### src/rtl/ninjin_m_axi_dma_if.sv
// AXI4 master bus bundle used by the ninjin DMA engine.
// The master modport is the DMA side; the slave modport is the memory or interconnect side.
interface ninjin_m_axi_dma_if #(
    parameter int DATA_WIDTH = 32,
    parameter int ADDR_WIDTH = 32
);
    logic [ADDR_WIDTH-1:0]   araddr;
    logic [7:0]              arlen;
    logic [2:0]              arsize;
    logic [1:0]              arburst;
    logic                    arvalid;
    logic                    arready;
    logic [DATA_WIDTH-1:0]   rdata;
    logic [1:0]              rresp;
    logic                    rlast;
    logic                    rvalid;
    logic                    rready;
    logic [ADDR_WIDTH-1:0]   awaddr;
    logic [7:0]              awlen;
    logic [2:0]              awsize;
    logic [1:0]              awburst;
    logic                    awvalid;
    logic                    awready;
    logic [DATA_WIDTH-1:0]   wdata;
    logic [DATA_WIDTH/8-1:0] wstrb;
    logic                    wlast;
    logic                    wvalid;
    logic                    wready;
    logic [1:0]              bresp;
    logic                    bvalid;
    logic                    bready;

    modport master (
        output araddr, arlen, arsize, arburst, arvalid,
        input  arready,
        input  rdata, rresp, rlast, rvalid,
        output rready,
        output awaddr, awlen, awsize, awburst, awvalid,
        input  awready,
        output wdata, wstrb, wlast, wvalid,
        input  wready,
        input  bresp, bvalid,
        output bready
    );

    modport slave (
        input  araddr, arlen, arsize, arburst, arvalid,
        output arready,
        output rdata, rresp, rlast, rvalid,
        input  rready,
        input  awaddr, awlen, awsize, awburst, awvalid,
        output awready,
        input  wdata, wstrb, wlast, wvalid,
        output wready,
        output bresp, bvalid,
        input  bready
    );
endinterface

### src/rtl/ninjin_m_axi_dma.sv
// Single-burst AXI4 DMA between DDR and a local synchronous-read memory.
// One command at a time: either one read burst into memory or one write burst out of it.
module ninjin_m_axi_dma #(
    parameter int DATA_WIDTH = 32,
    parameter int ADDR_WIDTH = 32,
    parameter int MEM_AW     = 12
) (
    input  logic                  clk,
    input  logic                  rst,
    input  logic                  start,
    input  logic                  dir,
    input  logic [ADDR_WIDTH-1:0] ddr_addr,
    input  logic [MEM_AW-1:0]     mem_base,
    input  logic [7:0]            len,
    output logic                  busy,
    output logic                  done,
    output logic                  err,
    ninjin_m_axi_dma_if.master    axi,
    output logic                  mem_we,
    output logic [MEM_AW-1:0]     mem_addr,
    output logic [DATA_WIDTH-1:0] mem_wdata,
    input  logic [DATA_WIDTH-1:0] mem_rdata
);
    localparam logic [2:0] BEAT_SIZE = 3'($clog2(DATA_WIDTH / 8));

    typedef enum logic [2:0] {
        IDLE = 3'd0,
        AR   = 3'd1,
        R    = 3'd2,
        AW   = 3'd3,
        WF   = 3'd4,
        W    = 3'd5,
        B    = 3'd6
    } state_t;

    state_t                state, state_nx;
    logic [ADDR_WIDTH-1:0] addr_q;
    logic [MEM_AW-1:0]     base_q;
    logic [7:0]            len_q;
    logic [8:0]            cnt;
    logic                  last_beat;
    logic                  beat, fin, bad_resp;
    logic                  arvalid_c, rready_c, awvalid_c, wvalid_c, wlast_c, bready_c, mem_we_c;

    assign last_beat = (cnt[7:0] == len_q);

    always_ff @(posedge clk or posedge rst) begin
        if (rst) begin
            state  <= IDLE;
            addr_q <= '0;
            base_q <= '0;
            len_q  <= '0;
            cnt    <= '0;
            err    <= 1'b0;
            done   <= 1'b0;
        end else begin
            state <= state_nx;
            done  <= fin;
            if (state == IDLE && start) begin
                addr_q <= ddr_addr;
                base_q <= mem_base;
                len_q  <= len;
                cnt    <= '0;
                err    <= 1'b0;
            end else begin
                if (beat)
                    cnt <= cnt + 9'd1;
                if (bad_resp)
                    err <= 1'b1;
            end
        end
    end

    // Every valid/ready output decodes from the registered state alone; only
    // the memory write enable and next state look at the incoming handshakes.
    always_comb begin
        state_nx  = state;
        beat      = 1'b0;
        fin       = 1'b0;
        bad_resp  = 1'b0;
        arvalid_c = 1'b0;
        rready_c  = 1'b0;
        awvalid_c = 1'b0;
        wvalid_c  = 1'b0;
        wlast_c   = 1'b0;
        bready_c  = 1'b0;
        mem_we_c  = 1'b0;
        case (state)
            IDLE: begin
                if (start)
                    state_nx = dir ? AW : AR;
            end
            AR: begin
                arvalid_c = 1'b1;
                if (axi.arready)
                    state_nx = R;
            end
            R: begin
                rready_c = 1'b1;
                if (axi.rvalid) begin
                    mem_we_c = 1'b1;
                    beat     = 1'b1;
                    bad_resp = (axi.rresp != 2'b00);
                    if (last_beat) begin
                        fin      = 1'b1;
                        state_nx = IDLE;
                    end
                end
            end
            AW: begin
                awvalid_c = 1'b1;
                if (axi.awready)
                    state_nx = WF;
            end
            WF: begin
                state_nx = W;
            end
            W: begin
                wvalid_c = 1'b1;
                wlast_c  = last_beat;
                if (axi.wready) begin
                    beat     = 1'b1;
                    state_nx = last_beat ? B : WF;
                end
            end
            B: begin
                bready_c = 1'b1;
                if (axi.bvalid) begin
                    bad_resp = (axi.bresp != 2'b00);
                    fin      = 1'b1;
                    state_nx = IDLE;
                end
            end
            default: state_nx = IDLE;
        endcase
    end

    assign busy        = (state != IDLE);
    assign axi.araddr  = addr_q;
    assign axi.arlen   = len_q;
    assign axi.arsize  = BEAT_SIZE;
    assign axi.arburst = 2'b01;
    assign axi.arvalid = arvalid_c;
    assign axi.rready  = rready_c;
    assign axi.awaddr  = addr_q;
    assign axi.awlen   = len_q;
    assign axi.awsize  = BEAT_SIZE;
    assign axi.awburst = 2'b01;
    assign axi.awvalid = awvalid_c;
    assign axi.wdata   = mem_rdata;
    assign axi.wstrb   = '1;
    assign axi.wlast   = wlast_c;
    assign axi.wvalid  = wvalid_c;
    assign axi.bready  = bready_c;

    // The local address wraps naturally in MEM_AW bits; the same address
    // feeds read-beat writes and the write-side prefetch.
    assign mem_we    = mem_we_c;
    assign mem_addr  = base_q + MEM_AW'(cnt);
    assign mem_wdata = axi.rdata;
endmodule
### src/flat_wrapper.sv
// flat-port wrapper written by rule: the top's interface ports become plain ports
module ninjin_m_axi_dma_flat 
#(
    parameter int DATA_WIDTH = 32,
    parameter int ADDR_WIDTH = 32,
    parameter int MEM_AW     = 12
)
  (clk, rst, start, dir, ddr_addr, mem_base, len, busy, done, err, mem_we, mem_addr, mem_wdata, mem_rdata, axi_araddr, axi_arlen, axi_arsize, axi_arburst, axi_arvalid, axi_arready, axi_rdata, axi_rresp, axi_rlast, axi_rvalid, axi_rready, axi_awaddr, axi_awlen, axi_awsize, axi_awburst, axi_awvalid, axi_awready, axi_wdata, axi_wstrb, axi_wlast, axi_wvalid, axi_wready, axi_bresp, axi_bvalid, axi_bready);
  ninjin_m_axi_dma_if #(.DATA_WIDTH(DATA_WIDTH), .ADDR_WIDTH(ADDR_WIDTH)) axi_i ();
  input  logic clk;
  input  logic rst;
  input  logic start;
  input  logic dir;
  input  logic [ADDR_WIDTH-1:0] ddr_addr;
  input  logic [MEM_AW-1:0] mem_base;
  input  logic [7:0] len;
  output logic busy;
  output logic done;
  output logic err;
  output logic mem_we;
  output logic [MEM_AW-1:0] mem_addr;
  output logic [DATA_WIDTH-1:0] mem_wdata;
  input  logic [DATA_WIDTH-1:0] mem_rdata;
  output wire logic [$bits(axi_i.araddr)-1:0] axi_araddr;
  output wire logic [$bits(axi_i.arlen)-1:0] axi_arlen;
  output wire logic [$bits(axi_i.arsize)-1:0] axi_arsize;
  output wire logic [$bits(axi_i.arburst)-1:0] axi_arburst;
  output wire logic [$bits(axi_i.arvalid)-1:0] axi_arvalid;
  input wire logic [$bits(axi_i.arready)-1:0] axi_arready;
  input wire logic [$bits(axi_i.rdata)-1:0] axi_rdata;
  input wire logic [$bits(axi_i.rresp)-1:0] axi_rresp;
  input wire logic [$bits(axi_i.rlast)-1:0] axi_rlast;
  input wire logic [$bits(axi_i.rvalid)-1:0] axi_rvalid;
  output wire logic [$bits(axi_i.rready)-1:0] axi_rready;
  output wire logic [$bits(axi_i.awaddr)-1:0] axi_awaddr;
  output wire logic [$bits(axi_i.awlen)-1:0] axi_awlen;
  output wire logic [$bits(axi_i.awsize)-1:0] axi_awsize;
  output wire logic [$bits(axi_i.awburst)-1:0] axi_awburst;
  output wire logic [$bits(axi_i.awvalid)-1:0] axi_awvalid;
  input wire logic [$bits(axi_i.awready)-1:0] axi_awready;
  output wire logic [$bits(axi_i.wdata)-1:0] axi_wdata;
  output wire logic [$bits(axi_i.wstrb)-1:0] axi_wstrb;
  output wire logic [$bits(axi_i.wlast)-1:0] axi_wlast;
  output wire logic [$bits(axi_i.wvalid)-1:0] axi_wvalid;
  input wire logic [$bits(axi_i.wready)-1:0] axi_wready;
  input wire logic [$bits(axi_i.bresp)-1:0] axi_bresp;
  input wire logic [$bits(axi_i.bvalid)-1:0] axi_bvalid;
  output wire logic [$bits(axi_i.bready)-1:0] axi_bready;
  assign axi_araddr = axi_i.araddr;
  assign axi_arlen = axi_i.arlen;
  assign axi_arsize = axi_i.arsize;
  assign axi_arburst = axi_i.arburst;
  assign axi_arvalid = axi_i.arvalid;
  assign axi_i.arready = axi_arready;
  assign axi_i.rdata = axi_rdata;
  assign axi_i.rresp = axi_rresp;
  assign axi_i.rlast = axi_rlast;
  assign axi_i.rvalid = axi_rvalid;
  assign axi_rready = axi_i.rready;
  assign axi_awaddr = axi_i.awaddr;
  assign axi_awlen = axi_i.awlen;
  assign axi_awsize = axi_i.awsize;
  assign axi_awburst = axi_i.awburst;
  assign axi_awvalid = axi_i.awvalid;
  assign axi_i.awready = axi_awready;
  assign axi_wdata = axi_i.wdata;
  assign axi_wstrb = axi_i.wstrb;
  assign axi_wlast = axi_i.wlast;
  assign axi_wvalid = axi_i.wvalid;
  assign axi_i.wready = axi_wready;
  assign axi_i.bresp = axi_bresp;
  assign axi_i.bvalid = axi_bvalid;
  assign axi_bready = axi_i.bready;
  ninjin_m_axi_dma #(.DATA_WIDTH(DATA_WIDTH), .ADDR_WIDTH(ADDR_WIDTH), .MEM_AW(MEM_AW)) u_core (.clk(clk), .rst(rst), .start(start), .dir(dir), .ddr_addr(ddr_addr), .mem_base(mem_base), .len(len), .busy(busy), .done(done), .err(err), .axi(axi_i), .mem_we(mem_we), .mem_addr(mem_addr), .mem_wdata(mem_wdata), .mem_rdata(mem_rdata));
endmodule
### config.mk
export PLATFORM = sky130hd
export DESIGN_NAME = ninjin_m_axi_dma_flat
export DESIGN_NICKNAME = d
export VERILOG_FILES = /design/src/rtl/ninjin_m_axi_dma_if.sv /design/src/rtl/ninjin_m_axi_dma.sv /design/src/flat_wrapper.sv
export SDC_FILE = /design/constraint.sdc
export NUM_CORES = 1
export LEC_CHECK = 0
export ABC_AREA = 1
export CORE_ASPECT_RATIO = 0.5
export CORE_MARGIN = 2
export CORE_UTILIZATION = 35
export DETAILED_ROUTE_END_ITERATION = 10
export HOLD_SLACK_MARGIN = 0.02
export PLACE_DENSITY = 0.85
export SLEW_MARGIN = 40
export SYNTH_ARGS = -nofsm -noshare
export SYNTH_HDL_FRONTEND = slang
export SYNTH_SLANG_ARGS = --single-unit
export TNS_END_PERCENT = 50
### constraint.sdc
create_clock -name clk -period 2.25 [get_ports clk]
set_clock_uncertainty 0.2 [all_clocks]
set_input_delay 0.225 -clock clk [delete_from_list [all_inputs] [get_ports clk]]
set_output_delay 0.225 -clock clk [all_outputs]
set_load 0.02 [all_outputs]
==> results.py <==
metrics = {
    "clock_tree": {
        "hold_buffers": 0,
        "cts_root_buf": "clkbuf_16",
        "worstSkewPairLatency_ns": 0.33,
        "clk_pin_slew_ns": 0.05,
        "cts.path.max_buffers": 2,
        "clock_sink_count": 66,
        "cts_tree": "yes",
        "cts_buffers": 9,
        "htree_levels": 3,
    },
    "yosys": {
        "syn_area_per_cell_sq_um": 7.78,
        "ys_async_sr_fraction": 1.00,
        "ys_ff_latch": 66,
        "synth_seq_area_share": 0.384,
        "syn_inst": 553,
        "synth-edff-count": 0,
        "synth_cell_types": 34,
        "synth_flop_cell": "dfrtp_1",
        "ys_warn_count": 0,
        "synthesis.area_sq_um": 4300,
    },
    "finish": {
        "syn_to_final_growth_pct": 39.5,
        "layout_common_cells": "nand2_1 (206), clkdlybuf4s50_1 (152), dfrtp_1 (64)",
        "n_fill_cell": 1043,
        "layout.nets": 791,
        "insertedDiodeCount": 0,
        "layout_commonest_cell": "nand2_1",
        "layout-drive-gt1-share": 0.166,
    },
    "pwr": {
        "p_total_mw": 8.52,
        "peakVddDrop_mv": 0.548,
        "p_per_area_nw_per_um2": 1420,
        "p_leak_nw": 2.97,
    },
    "placed_design": {
        "place_congestion": 0.878,
        "hpwl_mm": 8.75,
        "io_buffers": 166,
    },
    "worst_setup_path": {
        "cpMaxStageDelayCell": "dfrtp_1",
        "cp-start-kind": "flip-flop",
        "crit_path_cell_trace": "ha_2, fa_2, nand3_2, nand2_4, a21oi_4, o21ai_2, xor2_1, buf_4",
        "cp_top_family": "adder cells",
        "path_buf_inv": 1,
        "endpoint_kind": "primary output",
        "critPathRequiredTime_ns": 1.82,
        "arrival_ns": 2.08,
        "critical_path.max_stage_delay_ns": 0.38,
        "cp_max_fo": 3,
        "path_class": "reg -> out",
    },
    "sta": {
        "max_freq_mhz": 399,
        "period_needed_ns": 2.51,
        "finalWorstSetupSlack_ns": -0.256,
        "hold_violations": 0,
        "setup_viol": 9,
        "fin_tns_setup_ns": -1.25,
        "min_period_over_period": 1.11,
        "rsz0062_at_grt": "yes",
        "drv_slew": 0,
    },
    "global_routing": {
        "grt_pass1_wl_mm": 17.6,
        "overflow": 0,
        "grt_pass1_vias": 3623,
        "grt_util_all_layers": 0.169,
        "grt_max_degree": 56,
        "antenna_found_initial": 0,
    },
    "status": {
        "status": "finished, violations left",
        "violations": "setup timing",
    },
    "drt": {
        "via_per_inst": 4.54,
        "first_pass_iters": 4,
        "wire_per_inst_um": 14.7,
        "ant_nets": 0,
        "drt_iter0_drc": 254,
        "routed-wl-met3_um": 631,
        "drc": 0,
        "via_count": 3719,
        "wl_met2_mm": 6.46,
        "drt_wl_total_mm": 12.0,
        "drt-met1-wl_mm": 4.54,
        "top_layer": "met4",
    },
    "die": {
        "io_pins": 310,
        "floorplan.initialDensity": 0.361,
        "die-area_sq_um": 13200,
        "die_w_um": 161,
        "die_h_um": 82.4,
        "row_count": 28,
        "core_area_sq_um": 11900,
    },
    "flow_run": {
        "drv_cap": 0,
    },
    "worst_hold_path": {
        "hp-class": "in -> async",
    },
}
per-layer routing:
metal  GRT usage  vias to the layer above
li1            -                     1751
met5           0                        -
met4       0.104                        0
met1       0.184                     1787
met2       0.310                      129
met3      0.0385                       52
worst reg2reg max path: cells and delay by family (launching register included):
| kind | cells | cell delay, ns |
|---|---|---|
| buffers and inverters | 2 | 0.36 |
| AO/OA/AOI/OAI | 1 | 0.12 |
| flip-flops | 1 | 0.47 |
| AND/OR/NAND/NOR | 4 | 0.59 |
stage by stage:
step	utilization	std cells	instance area (sq um)	hold WS [ns]	worst slack, ns
global route	0.504	820	6000	0.0731	-0.320
floorplan	-	565	4350	0.142	-0.00814
global placement	0.463	798	5520	0.250	-0.439
detailed placement	0.463	798	5520	0.250	-0.471
CTS	0.495	816	5890	0.0206	-0.214
finish	0.504	820	6000	0.00416	-0.256
synth_stat cells, types with 2 or more instances:
library cell,n,share of area
nor3_1,5,0.0058
dfrtp_1,66,0.38
xor2_1,9,0.018
nand4_1,2,0.0029
inv_2,4,0.0035
a21oi_1,10,0.012
nand2_4,2,0.0052
nand2_2,2,0.0029
buf_6,4,0.010
nand3_1,14,0.016
ha_1,10,0.029
conb_1,2,0.0017
inv_1,36,0.031
nor2_2,3,0.0044
o21ai_0,19,0.022
o21bai_1,2,0.0035
buf_1,3,0.0026
xnor2_1,5,0.010
buf_4,121,0.21
nor2_1,12,0.010
nand2_1,209,0.18
report_power, final:
group / internal [mW] / leakage [nW] / switching, mW
Clock: 0.832 / 0.143 / 0.486
Sequential: 1.70 / 0.831 / 0.514
Combinational: 2.28 / 2.00 / 2.71
final timing paths:
kind,endpoint,slack (ns),cells past startpoint,startpoint
setup / recovery,mem_addr[8],-0.26,8,u_core.base_q[0]
hold / removal,u_core.axi.araddr[21],0.004,2,rst
setup reg to reg,u_core.cnt[1],0.37,7,u_core.state[1]
hold reg to reg,u_core.axi.araddr[18],0.30,2,u_core.axi.araddr[18]
max in group asynchronous,u_core.state[1],1.33,3,rst
min in group clk,u_core.axi.arlen[0],0.23,3,len[0]
logic make-up (layout without fill, tap and decap cells):
group / count (synthesis) / count (layout) / share of synthesized area
AO/OA/AOI/OAI: 36 / 36 / 0.0457
XOR/XNOR: 14 / 14 / 0.0285
adder cells (fa/ha/maj): 11 / 11 / 0.0337
buffers and inverters: 170 / 260 / 0.264
flip-flops: 66 / 66 / 0.384
other: 2 / 14 / 0.00175
AND/OR/NAND/NOR: 254 / 254 / 0.243
layout make-up:
cell class                 count  area (sq um)  share of cell area
timing repair buffer         204          1970               0.329
multi-input combinational    329          1730               0.288
sequential                    66          1650               0.276
clock buffer                  14           274              0.0457
tap                          165           206              0.0344
inverter                      40           150              0.0250
clock inverter                 2          10.0             0.00167
flip-flops by register name, summed over array words and instances, names as in the netlist:
register           flops
u_core.state           3
u_core.base_q         12
u_core.axi.arlen       8
u_core.err             1
u_core.cnt             9
u_core.done            1
u_core.axi.araddr     32
what timing repair did:
action	4_1_cts	5_1_grt
endpoints found under the setup margin	13	14
pin swaps	8	14
gates resized for setup	76	18
setup buffers	2	4
No activity file was read; power rests on OpenSTA's default activity.
